### src/rtl/pit_request_arbiter_if.sv
// -----------------------------------------------------------------------------
// pit_request_arbiter_if
//
// Groups the request, PIT-side and response signals of pit_request_arbiter.
//
// Modports:
//   slave  - the arbiter's view (accepts SPI/FIB requests, drives the PIT
//            request bus and the response bus, observes PIT results)
//   master - the environment's view (requesters, PIT, response consumer)
//
// Signal groups:
//   spi_req_valid/ready, spi_prefix[63:0], spi_length[5:0]   SPI interest side
//   fib_req_valid/ready, fib_prefix[63:0], fib_metadata[7:0] FIB data side
//   pit_spi_prefix, pit_length, pit_fib_prefix, pit_fib_metadata,
//   pit_out_bit, pit_prefix_ready                            request to PIT
//   pit_table_entry[10:0], pit_in_bit, pit_rejected,
//   pit_interest_packet                                      result from PIT
//   resp_valid, resp_src, resp_hit, resp_table_entry[10:0],
//   resp_interest, resp_timeout, busy                        response / status
// -----------------------------------------------------------------------------
interface pit_request_arbiter_if;
    // SPI request side
    logic        spi_req_valid;
    logic        spi_req_ready;
    logic [63:0] spi_prefix;
    logic [5:0]  spi_length;

    // FIB request side
    logic        fib_req_valid;
    logic        fib_req_ready;
    logic [63:0] fib_prefix;
    logic [7:0]  fib_metadata;

    // Request bus to the PIT
    logic [63:0] pit_spi_prefix;
    logic [5:0]  pit_length;
    logic [63:0] pit_fib_prefix;
    logic [7:0]  pit_fib_metadata;
    logic        pit_out_bit;
    logic        pit_prefix_ready;

    // Result from the PIT
    logic [10:0] pit_table_entry;
    logic        pit_in_bit;
    logic        pit_rejected;
    logic        pit_interest_packet;

    // Response to the originating requester
    logic        resp_valid;
    logic        resp_src;
    logic        resp_hit;
    logic [10:0] resp_table_entry;
    logic        resp_interest;
    logic        resp_timeout;
    logic        busy;

    modport slave (
        input  spi_req_valid, spi_prefix, spi_length,
        output spi_req_ready,
        input  fib_req_valid, fib_prefix, fib_metadata,
        output fib_req_ready,
        output pit_spi_prefix, pit_length, pit_fib_prefix, pit_fib_metadata,
        output pit_out_bit, pit_prefix_ready,
        input  pit_table_entry, pit_in_bit, pit_rejected, pit_interest_packet,
        output resp_valid, resp_src, resp_hit, resp_table_entry,
        output resp_interest, resp_timeout, busy
    );

    modport master (
        output spi_req_valid, spi_prefix, spi_length,
        input  spi_req_ready,
        output fib_req_valid, fib_prefix, fib_metadata,
        input  fib_req_ready,
        input  pit_spi_prefix, pit_length, pit_fib_prefix, pit_fib_metadata,
        input  pit_out_bit, pit_prefix_ready,
        output pit_table_entry, pit_in_bit, pit_rejected, pit_interest_packet,
        input  resp_valid, resp_src, resp_hit, resp_table_entry,
        input  resp_interest, resp_timeout, busy
    );
endinterface

### src/rtl/pit_request_arbiter.sv
// -----------------------------------------------------------------------------
// pit_request_arbiter
//
// Front-end controller for the PIT hash table. Serialises SPI interest
// requests and FIB data-return requests onto the PIT's single request
// interface, waits for the PIT result (or a timeout) and returns it to the
// originating requester as a one-cycle response pulse. Round-robin on ties.
//
// Parameters:
//   MIN_WAIT - strobe-high WAIT cycles before pit_in_bit is trusted
//   TIMEOUT  - WAIT cycle count at which the transaction is forced to end
//
// Ports:
//   clk  - clock, rising edge
//   rst  - asynchronous reset, active-high
//   bus  - pit_request_arbiter_if.slave (requests, PIT bus, responses)
// -----------------------------------------------------------------------------
module pit_request_arbiter #(
    parameter int MIN_WAIT = 2,
    parameter int TIMEOUT  = 8
) (
    input  logic                        clk,
    input  logic                        rst,
    pit_request_arbiter_if.slave        bus
);

    localparam int              CW         = $clog2(TIMEOUT + 1);
    localparam logic [CW-1:0]   MIN_WAIT_C = CW'(MIN_WAIT);
    localparam logic [CW-1:0]   TIMEOUT_C  = CW'(TIMEOUT);

    localparam logic [2:0] ST_IDLE  = 3'd0;
    localparam logic [2:0] ST_ISSUE = 3'd1;
    localparam logic [2:0] ST_WAIT  = 3'd2;
    localparam logic [2:0] ST_RESP  = 3'd3;
    localparam logic [2:0] ST_GAP   = 3'd4;

    localparam logic SRC_SPI = 1'b0;
    localparam logic SRC_FIB = 1'b1;

    logic [2:0]    state;
    logic          last_grant;
    logic          src_q;
    logic          rej_q;
    logic [CW-1:0] wait_cnt;

    logic          grant_spi;
    logic          grant_fib;
    logic          done_hit;
    logic          done_rej;
    logic          done_to;

    // Grant is combinational so ready can be asserted in the same IDLE cycle
    // the request is seen; only the granted side ever sees ready.
    always_comb begin
        grant_spi = 1'b0;
        grant_fib = 1'b0;
        if (state == ST_IDLE) begin
            if (bus.spi_req_valid && bus.fib_req_valid) begin
                grant_spi = (last_grant == SRC_FIB);
                grant_fib = (last_grant == SRC_SPI);
            end else begin
                grant_spi = bus.spi_req_valid;
                grant_fib = bus.fib_req_valid;
            end
        end
    end

    assign bus.spi_req_ready = grant_spi;
    assign bus.fib_req_ready = grant_fib;

    // Completion terms, meaningful only in WAIT. pit_in_bit is masked for the
    // first MIN_WAIT-1 cycles because the PIT leaves it high from the previous
    // transaction; pit_rejected is sticky in the PIT, so only its rising edge
    // counts.
    assign done_hit = bus.pit_in_bit && (wait_cnt >= MIN_WAIT_C);
    assign done_rej = bus.pit_rejected && !rej_q;
    assign done_to  = (wait_cnt == TIMEOUT_C);

    assign bus.resp_valid = (state == ST_RESP);
    assign bus.busy       = (state != ST_IDLE);

    always_ff @(posedge clk or posedge rst) begin
        if (rst) begin
            state                <= ST_IDLE;
            last_grant           <= SRC_FIB;
            src_q                <= SRC_SPI;
            rej_q                <= 1'b0;
            wait_cnt             <= '0;
            bus.pit_spi_prefix   <= '0;
            bus.pit_length       <= '0;
            bus.pit_fib_prefix   <= '0;
            bus.pit_fib_metadata <= '0;
            bus.pit_out_bit      <= 1'b0;
            bus.pit_prefix_ready <= 1'b0;
            bus.resp_src         <= 1'b0;
            bus.resp_hit         <= 1'b0;
            bus.resp_table_entry <= '0;
            bus.resp_interest    <= 1'b0;
            bus.resp_timeout     <= 1'b0;
        end else begin
            case (state)
                ST_IDLE: begin
                    // The strobe is registered on the accept edge so it is
                    // already high throughout ISSUE.
                    if (grant_spi) begin
                        bus.pit_spi_prefix <= bus.spi_prefix;
                        bus.pit_length     <= bus.spi_length;
                        bus.pit_out_bit    <= 1'b1;
                        src_q              <= SRC_SPI;
                        last_grant         <= SRC_SPI;
                        state              <= ST_ISSUE;
                    end else if (grant_fib) begin
                        bus.pit_fib_prefix   <= bus.fib_prefix;
                        bus.pit_fib_metadata <= bus.fib_metadata;
                        bus.pit_prefix_ready <= 1'b1;
                        src_q                <= SRC_FIB;
                        last_grant           <= SRC_FIB;
                        state                <= ST_ISSUE;
                    end
                end

                ST_ISSUE: begin
                    wait_cnt <= CW'(1);
                    state    <= ST_WAIT;
                end

                ST_WAIT: begin
                    // rej_q only follows the flag during WAIT so that a flag
                    // still stuck from an earlier rejection is not re-detected,
                    // while a fresh rise during ISSUE is still caught.
                    rej_q <= bus.pit_rejected;
                    if (done_hit || done_rej || done_to) begin
                        bus.pit_out_bit      <= 1'b0;
                        bus.pit_prefix_ready <= 1'b0;
                        bus.resp_src         <= src_q;
                        bus.resp_hit         <= done_hit;
                        bus.resp_timeout     <= !done_hit && !done_rej;
                        bus.resp_table_entry <= bus.pit_table_entry;
                        bus.resp_interest    <= bus.pit_interest_packet;
                        state                <= ST_RESP;
                    end else begin
                        wait_cnt <= wait_cnt + 1'b1;
                    end
                end

                ST_RESP: begin
                    state <= ST_GAP;
                end

                ST_GAP: begin
                    state <= ST_IDLE;
                end

                default: begin
                    state <= ST_IDLE;
                end
            endcase
        end
    end

endmodule
### src/flat_wrapper.sv
// flat-port wrapper written by rule: the top's interface ports become plain ports
module pit_request_arbiter_flat 
#(
    parameter int MIN_WAIT = 2,
    parameter int TIMEOUT  = 8
)
  (clk, rst, bus_spi_req_valid, bus_spi_prefix, bus_spi_length, bus_spi_req_ready, bus_fib_req_valid, bus_fib_prefix, bus_fib_metadata, bus_fib_req_ready, bus_pit_spi_prefix, bus_pit_length, bus_pit_fib_prefix, bus_pit_fib_metadata, bus_pit_out_bit, bus_pit_prefix_ready, bus_pit_table_entry, bus_pit_in_bit, bus_pit_rejected, bus_pit_interest_packet, bus_resp_valid, bus_resp_src, bus_resp_hit, bus_resp_table_entry, bus_resp_interest, bus_resp_timeout, bus_busy);
  pit_request_arbiter_if bus_i ();
  input  logic clk;
  input  logic rst;
  input wire logic [$bits(bus_i.spi_req_valid)-1:0] bus_spi_req_valid;
  input wire logic [$bits(bus_i.spi_prefix)-1:0] bus_spi_prefix;
  input wire logic [$bits(bus_i.spi_length)-1:0] bus_spi_length;
  output wire logic [$bits(bus_i.spi_req_ready)-1:0] bus_spi_req_ready;
  input wire logic [$bits(bus_i.fib_req_valid)-1:0] bus_fib_req_valid;
  input wire logic [$bits(bus_i.fib_prefix)-1:0] bus_fib_prefix;
  input wire logic [$bits(bus_i.fib_metadata)-1:0] bus_fib_metadata;
  output wire logic [$bits(bus_i.fib_req_ready)-1:0] bus_fib_req_ready;
  output wire logic [$bits(bus_i.pit_spi_prefix)-1:0] bus_pit_spi_prefix;
  output wire logic [$bits(bus_i.pit_length)-1:0] bus_pit_length;
  output wire logic [$bits(bus_i.pit_fib_prefix)-1:0] bus_pit_fib_prefix;
  output wire logic [$bits(bus_i.pit_fib_metadata)-1:0] bus_pit_fib_metadata;
  output wire logic [$bits(bus_i.pit_out_bit)-1:0] bus_pit_out_bit;
  output wire logic [$bits(bus_i.pit_prefix_ready)-1:0] bus_pit_prefix_ready;
  input wire logic [$bits(bus_i.pit_table_entry)-1:0] bus_pit_table_entry;
  input wire logic [$bits(bus_i.pit_in_bit)-1:0] bus_pit_in_bit;
  input wire logic [$bits(bus_i.pit_rejected)-1:0] bus_pit_rejected;
  input wire logic [$bits(bus_i.pit_interest_packet)-1:0] bus_pit_interest_packet;
  output wire logic [$bits(bus_i.resp_valid)-1:0] bus_resp_valid;
  output wire logic [$bits(bus_i.resp_src)-1:0] bus_resp_src;
  output wire logic [$bits(bus_i.resp_hit)-1:0] bus_resp_hit;
  output wire logic [$bits(bus_i.resp_table_entry)-1:0] bus_resp_table_entry;
  output wire logic [$bits(bus_i.resp_interest)-1:0] bus_resp_interest;
  output wire logic [$bits(bus_i.resp_timeout)-1:0] bus_resp_timeout;
  output wire logic [$bits(bus_i.busy)-1:0] bus_busy;
  assign bus_i.spi_req_valid = bus_spi_req_valid;
  assign bus_i.spi_prefix = bus_spi_prefix;
  assign bus_i.spi_length = bus_spi_length;
  assign bus_spi_req_ready = bus_i.spi_req_ready;
  assign bus_i.fib_req_valid = bus_fib_req_valid;
  assign bus_i.fib_prefix = bus_fib_prefix;
  assign bus_i.fib_metadata = bus_fib_metadata;
  assign bus_fib_req_ready = bus_i.fib_req_ready;
  assign bus_pit_spi_prefix = bus_i.pit_spi_prefix;
  assign bus_pit_length = bus_i.pit_length;
  assign bus_pit_fib_prefix = bus_i.pit_fib_prefix;
  assign bus_pit_fib_metadata = bus_i.pit_fib_metadata;
  assign bus_pit_out_bit = bus_i.pit_out_bit;
  assign bus_pit_prefix_ready = bus_i.pit_prefix_ready;
  assign bus_i.pit_table_entry = bus_pit_table_entry;
  assign bus_i.pit_in_bit = bus_pit_in_bit;
  assign bus_i.pit_rejected = bus_pit_rejected;
  assign bus_i.pit_interest_packet = bus_pit_interest_packet;
  assign bus_resp_valid = bus_i.resp_valid;
  assign bus_resp_src = bus_i.resp_src;
  assign bus_resp_hit = bus_i.resp_hit;
  assign bus_resp_table_entry = bus_i.resp_table_entry;
  assign bus_resp_interest = bus_i.resp_interest;
  assign bus_resp_timeout = bus_i.resp_timeout;
  assign bus_busy = bus_i.busy;
  pit_request_arbiter #(.MIN_WAIT(MIN_WAIT), .TIMEOUT(TIMEOUT)) u_core (.clk(clk), .rst(rst), .bus(bus_i));
endmodule
### config.mk
export PLATFORM = sky130hd
export DESIGN_NAME = pit_request_arbiter_flat
export DESIGN_NICKNAME = d
export VERILOG_FILES = /design/src/rtl/pit_request_arbiter_if.sv /design/src/rtl/pit_request_arbiter.sv /design/src/flat_wrapper.sv
export SDC_FILE = /design/constraint.sdc
export NUM_CORES = 1
export LEC_CHECK = 0
export BUFFER_PORTS_ARGS = -buffer_cell sky130_fd_sc_hd__buf_2
export CELL_PAD_IN_SITES_DETAIL_PLACEMENT = 1
export CELL_PAD_IN_SITES_GLOBAL_PLACEMENT = 2
export CORE_ASPECT_RATIO = 1.4
export CORE_MARGIN = 10
export CORE_UTILIZATION = 23
export DETAILED_ROUTE_END_ITERATION = 10
export GPL_ROUTABILITY_DRIVEN = 0
export PLACE_DENSITY = 0.86
export SLEW_MARGIN = 15
export SYNTH_ARGS = -nofsm -noshare
export SYNTH_HDL_FRONTEND = slang
export SYNTH_SLANG_ARGS = --single-unit
### constraint.sdc
create_clock -name clk -period 4.3 [get_ports clk]
set_input_delay 0 -clock clk [delete_from_list [all_inputs] [get_ports clk]]
set_output_delay 0 -clock clk [all_outputs]
set_load 0.005 [all_outputs]
* After elaboration in Yosys (flattened, before gate mapping)
Index checks and enable logic that the tools add are counted.
** Storage, ports and cells
- Register bits :: 169
- Bits in latches :: 0
- RAM bits :: 0
- ROM bits :: 0
- Input port bits :: 160
- Memories kept :: 0
** Cells by class
- $add $sub $neg :: 1
- Multiply operators :: 0
- Divide/modulo/power cells :: 0
- Order comparisons :: 1
- Equality and inequality tests :: 10
- Shift operators :: 0
- Mux-type cells :: 17
- Bitwise logic cells :: 2
- Reduce and logical (&&, ||, !) cells :: 22
** Operator list (number)
- case mux 3 bit (4 select lines) :: 1
- AND reduction 2 bit :: 5
- 2-to-1 mux 1 bit :: 9
- 2-to-1 mux 3 bit :: 3
- inequality test 2 bit (second input constant) :: 4
- case mux 4 bit (2 select lines) :: 1
- equality test 3 x 2 -> 1 bit (second input constant) :: 2
- AND reduction 3 bit :: 2
- nonzero test 2 bit :: 3
- adder 4 x 1 -> 4 bit (second input constant) :: 1
- equality test 4 bit (second input constant) :: 1
- >= comparator 4 x 2 -> 1 bit (second input constant) :: 1
- logical AND 1 bit :: 4
- 2-to-1 mux 4 bit :: 1
- case mux 1 bit (2 select lines) :: 2
- AND reduction 4 bit :: 1
- equality test 3 x 1 -> 1 bit (second input constant) :: 1
- logical NOT 1 bit :: 3
- logical NOT 3 bit :: 1
- inequality test 3 bit (second input constant) :: 1
- nonzero test 3 bit :: 1
- logical OR 1 bit :: 2
- inequality test 2 x 1 -> 1 bit (second input constant) :: 1
- inverter 1 bit :: 2

* Longest topological paths before layout
Gate-level depths: netlist (run 1).
- Depth after elaboration :: 6
- Mapped depth :: 8
- Mapped depth without buffers :: 6

* Least setup slack after synthesis (run 1)
Ideal clock, no wire load.
- Kind :: register to register
- Start :: reg u_core.wait_cnt[1]
- End :: reg u_core.state[0]
- Library setup time :: 0.131 ns
- Arrival time :: 1.842 ns
- Required time :: 4.169 ns
- Slack :: 2.327 ns
- Cell stages (with the launch flop) :: 7
- Buffers on the path :: 1
- Cells stage by stage :: dfrtp_1 ha_1 o41ai_4 and3_4 nor2_4 buf_6 or3_1
** Between the ends
- Word-level cells in the longest chain between the ends :: 6
- Elaborated cells on any way between the ends :: 7
** Ends and longest elaborated chain
- start, declared :: RTL line pit_request_arbiter.sv:44 : logic [CW-1:0] wait_cnt;
- start signal, assigned :: RTL line pit_request_arbiter.sv:142 : wait_cnt <= wait_cnt + 1'b1;
- >= comparator 4 x 2 -> 1 bit :: RTL line pit_request_arbiter.sv:75 : assign done_hit = bus.pit_in_bit && (wait_cnt >= MIN_WAIT_C);
- logical AND 1 bit :: RTL line pit_request_arbiter.sv:75
- logical OR 1 bit :: RTL line pit_request_arbiter.sv:132 : if (done_hit || done_rej || done_to) begin
- logical OR 1 bit (*) :: RTL line pit_request_arbiter.sv:132
- inequality test 2 x 1 -> 1 bit (no line) (*)
- AND reduction 2 bit (no line) (*)
- end signal, assigned :: RTL line pit_request_arbiter.sv:140 : state <= ST_RESP;
- end signal, assigned :: RTL line pit_request_arbiter.sv:147 : state <= ST_GAP;
- end signal, assigned :: RTL line pit_request_arbiter.sv:151 : state <= ST_IDLE;
- end, declared :: RTL line pit_request_arbiter.sv:40 : logic [2:0] state;
Every way passes the cells marked *; elsewhere a longest branch is shown, timed or not.
A chain may end at the register's enable or synchronous reset.

* Final worst setup path (run 1)
- Start :: reg u_core.state[0]
- End :: out bus_fib_req_ready
** Between the ends
- Word-level cells in the longest chain between the ends :: 2
** Ends and longest elaborated chain
- start signal, assigned :: RTL line pit_request_arbiter.sv:84 : state <= ST_IDLE;
- start signal, assigned :: RTL line pit_request_arbiter.sv:111 : state <= ST_ISSUE;
- start signal, assigned :: RTL line pit_request_arbiter.sv:118 : state <= ST_ISSUE;
- logical NOT 3 bit :: RTL line pit_request_arbiter.sv:57 : if (state == ST_IDLE) begin
- 2-to-1 mux 1 bit :: RTL line pit_request_arbiter.sv:57
- end, declared :: RTL line flat_wrapper.sv:18 : output wire logic [$bits(bus_i.fib_req_ready)-1:0] bus_fib_req_ready;
No other way between the ends.

==> flow_summary.json, run 1 <==
{
  "status": "finished, final reports clean",
  "crit_path_start_kind": "register",
  "finalCritPeriodShare": 0.616,
  "ys_ff_latch": 169,
  "grt_pass1_wl_mm": 43.0,
  "criticalPathCategory": "reg2out",
  "grt_pass1_vias": 7572,
  "fin_nets": 1344,
  "dpl-instance-area_sq_um": 8560,
  "firstDrtPassIters": 4,
  "vias": 6605,
  "rsz0062_at_grt": "false",
  "required_ns": 4.30,
  "fin_crit_ns": 2.65,
  "syn_nets": 872,
  "synthDistinctLibCells": 36,
  "via_per_inst": 4.22,
  "ctsHtreeMaxLevel": 4,
  "drc": 0,
  "synth_area_per_cell_sq_um": 9.22,
  "cts_sinks": 169,
  "crit_fanout": 38,
  "hold_viol": 0,
  "crit_slowest_cell": "inv_2",
  "rows": 72,
  "cts_tree": "yes",
  "hpwl_mm": 17.6,
  "worstPathCellList": "nor3_1, nand3_4, inv_2, buf_4, buf_2",
  "synth_edf_count": 0,
  "worst_pin_slew_ns": 0.871,
  "root_buffer": "clkbuf_16",
  "die_h_um": 219,
  "skew_ns": 0.0111,
  "clockBufferDepth": 2,
  "first_iter_violations": 213,
  "routed_wl_mm": 27.6,
  "hp-class": "in2reg",
  "drive_above_1_share": 0.319,
  "n_fill_cell": 3271,
  "initial_core_util": 0.235,
  "maxCapViolCount": 0,
  "pin_count": 323,
  "grt.overflow.total": 0,
  "ys_seq_area_frac": 0.647,
  "drv_slew": 0,
  "cellLeakagePower_nw": 5.94,
  "yosys_warnings": 0,
  "grt_start_max_net_pins": 110,
  "design_area_sq_um": 10800,
  "setup_tns_ns": 0,
  "max_freq_ghz": 0.378,
  "vdd_drop_max_mv": 0.272,
  "core_sq_um": 27800,
  "p_per_area_nw_per_um2": 665,
  "end_kind": "output port",
  "wl_per_cell_um": 17.6,
  "layout-area-overhead-vs-synth_pct": 65.5,
  "die_w_um": 162,
  "clk_pin_slew_ns": 0.06,
  "dieArea_sq_um": 35600,
  "syn_inst": 709,
  "synth_ff_type": "dfrtp_1",
  "cp_data_arrival_time_ns": 2.65,
  "ant_nets": 0,
  "grt_use_total": 0.155,
  "antenna_found_initial": 3,
  "reg2reg_slack_ns": 1.92,
  "cts_setup_buffers": 0,
  "synth-async-reset-ratio": 1.00,
  "numCtsBuffers": 17,
  "setup_viol": 0,
  "worst_path_largest_cell_delay_ns": 0.57,
  "clkLatencyLatePin_ns": 0.44,
  "syn_area_sq_um": 6530,
  "slew_headroom": 0.419,
  "io_buffer_count": 322
}
-- layer usage --
metal,wire (um),vias to the layer above,track usage
li1,-,3117,-
met1,9810,3200,0.152
met2,14800,229,0.282
met3,1820,59,0.0446
met4,1210,0,0.0951
met5,0,-,0
-- report_power, final --
| group | total, W | switching [W] | internal, W |
|---|---|---|---|
| combinational | 0.00262 | 0.00150 | 0.00112 |
| sequential | 0.00277 | 0.000433 | 0.00234 |
| clock | 0.00180 | 0.000630 | 0.00117 |
| total | 0.00719 | 0.00257 | 0.00462 |
-- final timing paths --
| path | from | to | depth (start not counted) |
|---|---|---|---|
| setup reg to reg | u_core.state[0] | u_core.bus.pit_spi_prefix[47] | 6 |
| setup / recovery | u_core.state[0] | bus_fib_req_ready | 5 |
| min in group asynchronous | rst | u_core.bus.pit_spi_prefix[35] | 4 |
| hold / removal | bus_fib_req_valid | u_core.bus.pit_fib_prefix[1] | 5 |
| max in group asynchronous | rst | u_core.bus.pit_fib_prefix[18] | 4 |
| hold reg to reg | u_core.last_grant | u_core.last_grant | 2 |
-- synth_stat cells, types with 3 or more instances --
library cell    n  share of area
nor2_1          7         0.0040
and2_1          3         0.0029
nand3_1         6         0.0046
a21oi_1         3         0.0023
mux2_2         13          0.022
dfrtp_1       168           0.64
ha_1            3         0.0057
clkbuf_1       24          0.014
buf_2           9         0.0069
inv_1           8         0.0046
nand2_1       437           0.25
nand2b_1        4         0.0038
-- cells in the final DEF, fill, tap and decap left out, types with 4 or more instances in the layout --
master	n
nand2_1	437
buf_2	322
dfrtp_1	168
dlygate4sd3_1	157
clkbuf_16	17
mux2_2	13
nor2_1	7
bufinv_16	7
buf_4	7
inv_1	6
diode_2	4
nand2b_1	4
nand3_1	4
-- worst max-delay path, delay by kind of cell (launching register included) --
family                 cells  cell delay [ns]
buffers and inverters      3             1.08
and+or+nand+nor            2             0.62
DFF                        1             0.50
-- state kept, by name, summed over array words and instances, names as in the netlist --
| signal | cells |
|---|---|
| u_core.state | 3 |
| u_core.bus.resp_src | 1 |
| u_core.bus.resp_table_entry | 11 |
| u_core.bus.pit_fib_metadata | 8 |
| u_core.src_q | 1 |
| u_core.bus.pit_prefix_ready | 1 |
| u_core.bus.resp_hit | 1 |
| u_core.wait_cnt | 4 |
| u_core.bus.pit_out_bit | 1 |
| u_core.rej_q | 1 |
| u_core.bus.pit_fib_prefix | 64 |
| u_core.last_grant | 1 |
| u_core.bus.pit_spi_prefix | 64 |
| u_core.bus.pit_length | 6 |
| u_core.bus.resp_interest | 1 |
| u_core.bus.resp_timeout | 1 |
-- area by class of cell --
type	instances	area, sq um	share of cell area
Clock buffer	20	457	0.0422
Timing Repair Buffer	487	3260	0.301
Clock inverter	9	220	0.0204
Sequential cell	169	4230	0.391
Tap cell	370	463	0.0428
Antenna cell	4	10.0	0.000926
Inverter	9	37.5	0.00347
Multi-Input combinational cell	497	2140	0.198
-- per-stage QoR --
step                utilization  instances  hold slack (ns)  power, W  setup WS (ns)
global placement          0.307       1375            0.190   0.00517           2.03
floorplan                     -        709            0.105   0.00396           2.15
finish                    0.388       1565            0.260   0.00719           1.65
CTS                       0.388       1561            0.236   0.00726           1.54
detailed placement        0.307       1375            0.195   0.00527           1.94
global route              0.388       1564            0.285   0.00777           1.37
-- logic make-up (layout without fill, tap and decap cells) --
group | count (synthesis) | count (layout) | synth area share
muxes | 13 | 13 | 0.0224
other | 0 | 4 | 0
buffers and inverters | 43 | 525 | 0.0276
and+or+nand+nor | 467 | 467 | 0.278
AOI/OAI and AO/OA | 13 | 13 | 0.0178
DFF | 169 | 169 | 0.647
adders and majority gates | 3 | 3 | 0.00575
xor gates and xnor gates | 1 | 1 | 0.00134
-- what timing repair did --
| action | CTS | global route |
|---|---|---|
| hold buffers | 157 | 0 |
| hold endpoints to repair | 325 | 0 |
| gates resized for setup | 0 | 0 |
(Power assumes the default switching activity.)
==> run 2, diff against run 1 <==
ABC_AREA = 1   (was default)
PLACE_DENSITY = 0.87   (was 0.86)
clock period = 2.3 ns   (was 4.3 ns; I/O delays follow)
==> run 2 against run 1 <==
Die area is 0.36% higher. Critical path depth stayed put. Utilization is 0.75 points lower. Critical path type unchanged. Register-to-register slack worse by 1.5 ns. Clock power is 56% higher. Sequential power is 84% higher. Combinational power is 90% higher. Clock skew is 0.0022 ns higher. Clock-buffer cell count is 2 lower.
==> flow_summary.json, run 2 <==
{
  "crit_fanout": 69,
  "p_per_area_nw_per_um2": 1200,
  "r2r-start": "u_core.wait_cnt[0]",
  "hp-start": "bus_spi_req_valid",
  "grt_pass1_vias": 7682,
  "fin_crit_ns": 1.89,
  "sw_frac_of_total": 0.390,
  "yosysTopAreaCell": "dfrtp_1",
  "required_ns": 2.30,
  "netlist_top_cells_count": "nand2_1, dfrtp_1, buf_2",
  "yosys_warnings": 0,
  "via_per_inst": 4.19,
  "crit_path_start": "u_core.state[0]",
  "skew_ns": 0.0134,
  "fin_cells": 1616,
  "pwr-share-clk": 0.217,
  "reg_top3": "u_core.bus.pit_fib_prefix x64, u_core.bus.pit_spi_prefix x64, u_core.bus.resp_table_entry x11",
  "root_buffer": "clkbuf_16",
  "status": "finished, final reports clean",
  "ctsHtreeMaxLevel": 4,
  "grt.overflow.total": 0,
  "pwr-share-comb": 0.387,
  "synth-async-reset-ratio": 1.00,
  "final_common_cell": "nand2_1",
  "synthDistinctLibCells": 24,
  "max_freq_ghz": 0.530,
  "firstDrtPassIters": 6,
  "ys_seq_area_frac": 0.645,
  "cp_data_arrival_time_ns": 1.89,
  "vdd_drop_max_mv": 0.508,
  "antenna_found_initial": 2,
  "p_sw_w": 0.00503,
  "ant_nets": 0,
  "layout-area-overhead-vs-synth_pct": 64.4,
  "cts_resized": 0,
  "cts_tree": "yes",
  "crit_path_start_kind": "register",
  "timing.hold.worst_endpoint": "u_core.bus.pit_out_bit",
  "clk_pin_slew_ns": 0.07,
  "regArea_sq_um": 4230,
  "hold_path_depth": 5,
  "rsz0062_at_grt": "false",
  "slew_headroom": 0.590,
  "seqPwrFrac": 0.396,
  "routed_wl_mm": 28.6,
  "synth_area_leaders": "dfrtp_1, nand2_1, buf_2",
  "synth_area_per_cell_sq_um": 8.81,
  "first_iter_violations": 336,
  "worst_pin_slew_ns": 0.613,
  "clkLatencyLatePin_ns": 0.45,
  "dp_slack_ns": 0.373,
  "drc": 0,
  "hpwl_mm": 18.8,
  "die_w_um": 163,
  "numCtsBuffers": 17,
  "synth_ff_type": "dfrtp_1",
  "synth_top_area_frac": 0.641,
  "io_buffer_count": 322,
  "synth_edf_count": 0,
  "syn_inst": 745,
  "cts_sinks": 169,
  "core_sq_um": 28300,
  "initial_core_util": 0.232,
  "clockBufferDepth": 2,
  "n_fill_cell": 3426,
  "setup_tns_ns": 0,
  "pin_count": 323,
  "drive_above_1_share": 0.308,
  "grt_start_max_net_pins": 76,
  "cellLeakagePower_nw": 6.03,
  "drv_slew": 0,
  "rr_worst_depth": 9,
  "hp-class": "in2reg",
  "finalCritPeriodShare": 0.821,
  "timing.rr.end": "u_core.bus.pit_prefix_ready",
  "grt_pass1_wl_mm": 43.7,
  "final.setup.worst_slack_ns": 0.413,
  "syn_nets": 908,
  "wl_per_cell_um": 17.7,
  "hold_viol": 0,
  "rows": 73,
  "end_kind": "output port",
  "vias": 6770,
  "die_h_um": 220,
  "fin_nets": 1389,
  "maxCapViolCount": 0,
  "grt_use_total": 0.159,
  "criticalPathCategory": "reg2out",
  "final_cell_mix": "nand2_1, buf_2, dfrtp_1",
  "syn_area_sq_um": 6560,
  "synthMostInstantiatedCell": "nand2_1",
  "multi_input_area_sq_um": 2090,
  "p_int_w": 0.00788,
  "dieArea_sq_um": 35800,
  "setup_viol": 0,
  "ys_ff_latch": 169,
  "fin_util": 0.381,
  "reg2reg_slack_ns": 0.42,
  "dp_cells": 1421
}
==> run 2: changes by cell type in the layout (fill, tap and decap cells not counted), moves of 3 or more <==
cell           change
inv_2              +3
bufinv_16          -6
nand2b_1           -4
and2_1             -3
nand3_1           +17
clkinvlp_4         +6
mux2_2            -13
nor2_1             +5
inv_1              +3
nand2_1           +40
buf_12             +3
dlygate4sd3_1      +4
==> run 2: worst max-delay path: stages, from the launching register on <==
cell and delay, ns:
dfrtp_1 0.42, inv_2 0.11, nand3_2 0.15, nor2_4 0.25, buf_12 0.31, buf_2 0.18
==> run 2: cells by family after synthesis <==
| kind of cell | share of synthesized area |
|---|---|
| and+or+nand+nor | 0.307 |
| DFF | 0.645 |
| buffers and inverters | 0.0378 |
| AOI/OAI and AO/OA | 0.00362 |
| adders and majority gates | 0.00572 |
| xor gates and xnor gates | 0.00134 |
==> run 2: worst max-delay path by stage <==
stage                                endpoint  depth (start not counted)
6_report                    bus_fib_req_ready                          5
5_1_grt           u_core.bus.pit_prefix_ready                          9
4_1_cts                     bus_spi_req_ready                          5
3_5_place_dp      u_core.bus.pit_prefix_ready                          9
3_3_place_gp                  u_core.state[0]                          8
2_1_floorplan  u_core.bus.pit_fib_metadata[0]                          1
==> run 2: metrics by stage <==
step / hold slack, ns / instance area, sq um / total power, W
after floorplan: 0.117 / 6560 / 0.00738
final: 0.0364 / 10800 / 0.0129
after detailed placement: 0.118 / 8610 / 0.00987
after CTS: 0.0145 / 10800 / 0.0130
after global routing: 0.0536 / 10800 / 0.0139
after global placement: 0.115 / 8610 / 0.00968
==> run 2: layout make-up <==
type                       count  share of cell area
sequential                   169               0.392
timing repair buffer         496               0.312
multi-input combinational    527               0.193
tap                          375              0.0435
clock buffer                  18              0.0407
clock inverter                14              0.0116
inverter                      15             0.00557
antenna                        2            0.000464
==> run 2: metal layers <==
layer  up-vias  wire length [um]  track usage
met4         0              1480       0.0973
met3        68              1190       0.0334
met5         -                 0            0
li1       3211                 -            -
met1      3287             10400        0.162
met2       204             15500        0.289
==> run 2: timing repair <==
item | 4_1_cts | 5_1_grt
hold buffers | 161 | 0
buffers inserted | 0 | 0
hold endpoints to repair | 174 | 0
==> run 2: power groups by stage <==
stage                     Sequential (W)  Combinational [W]  Clock [W]
after floorplan                  0.00520            0.00218          0
after global routing             0.00528            0.00564    0.00302
after detailed placement         0.00509            0.00478          0
after CTS                        0.00507            0.00502    0.00290
after global placement           0.00505            0.00463          0
final                            0.00511            0.00499    0.00280
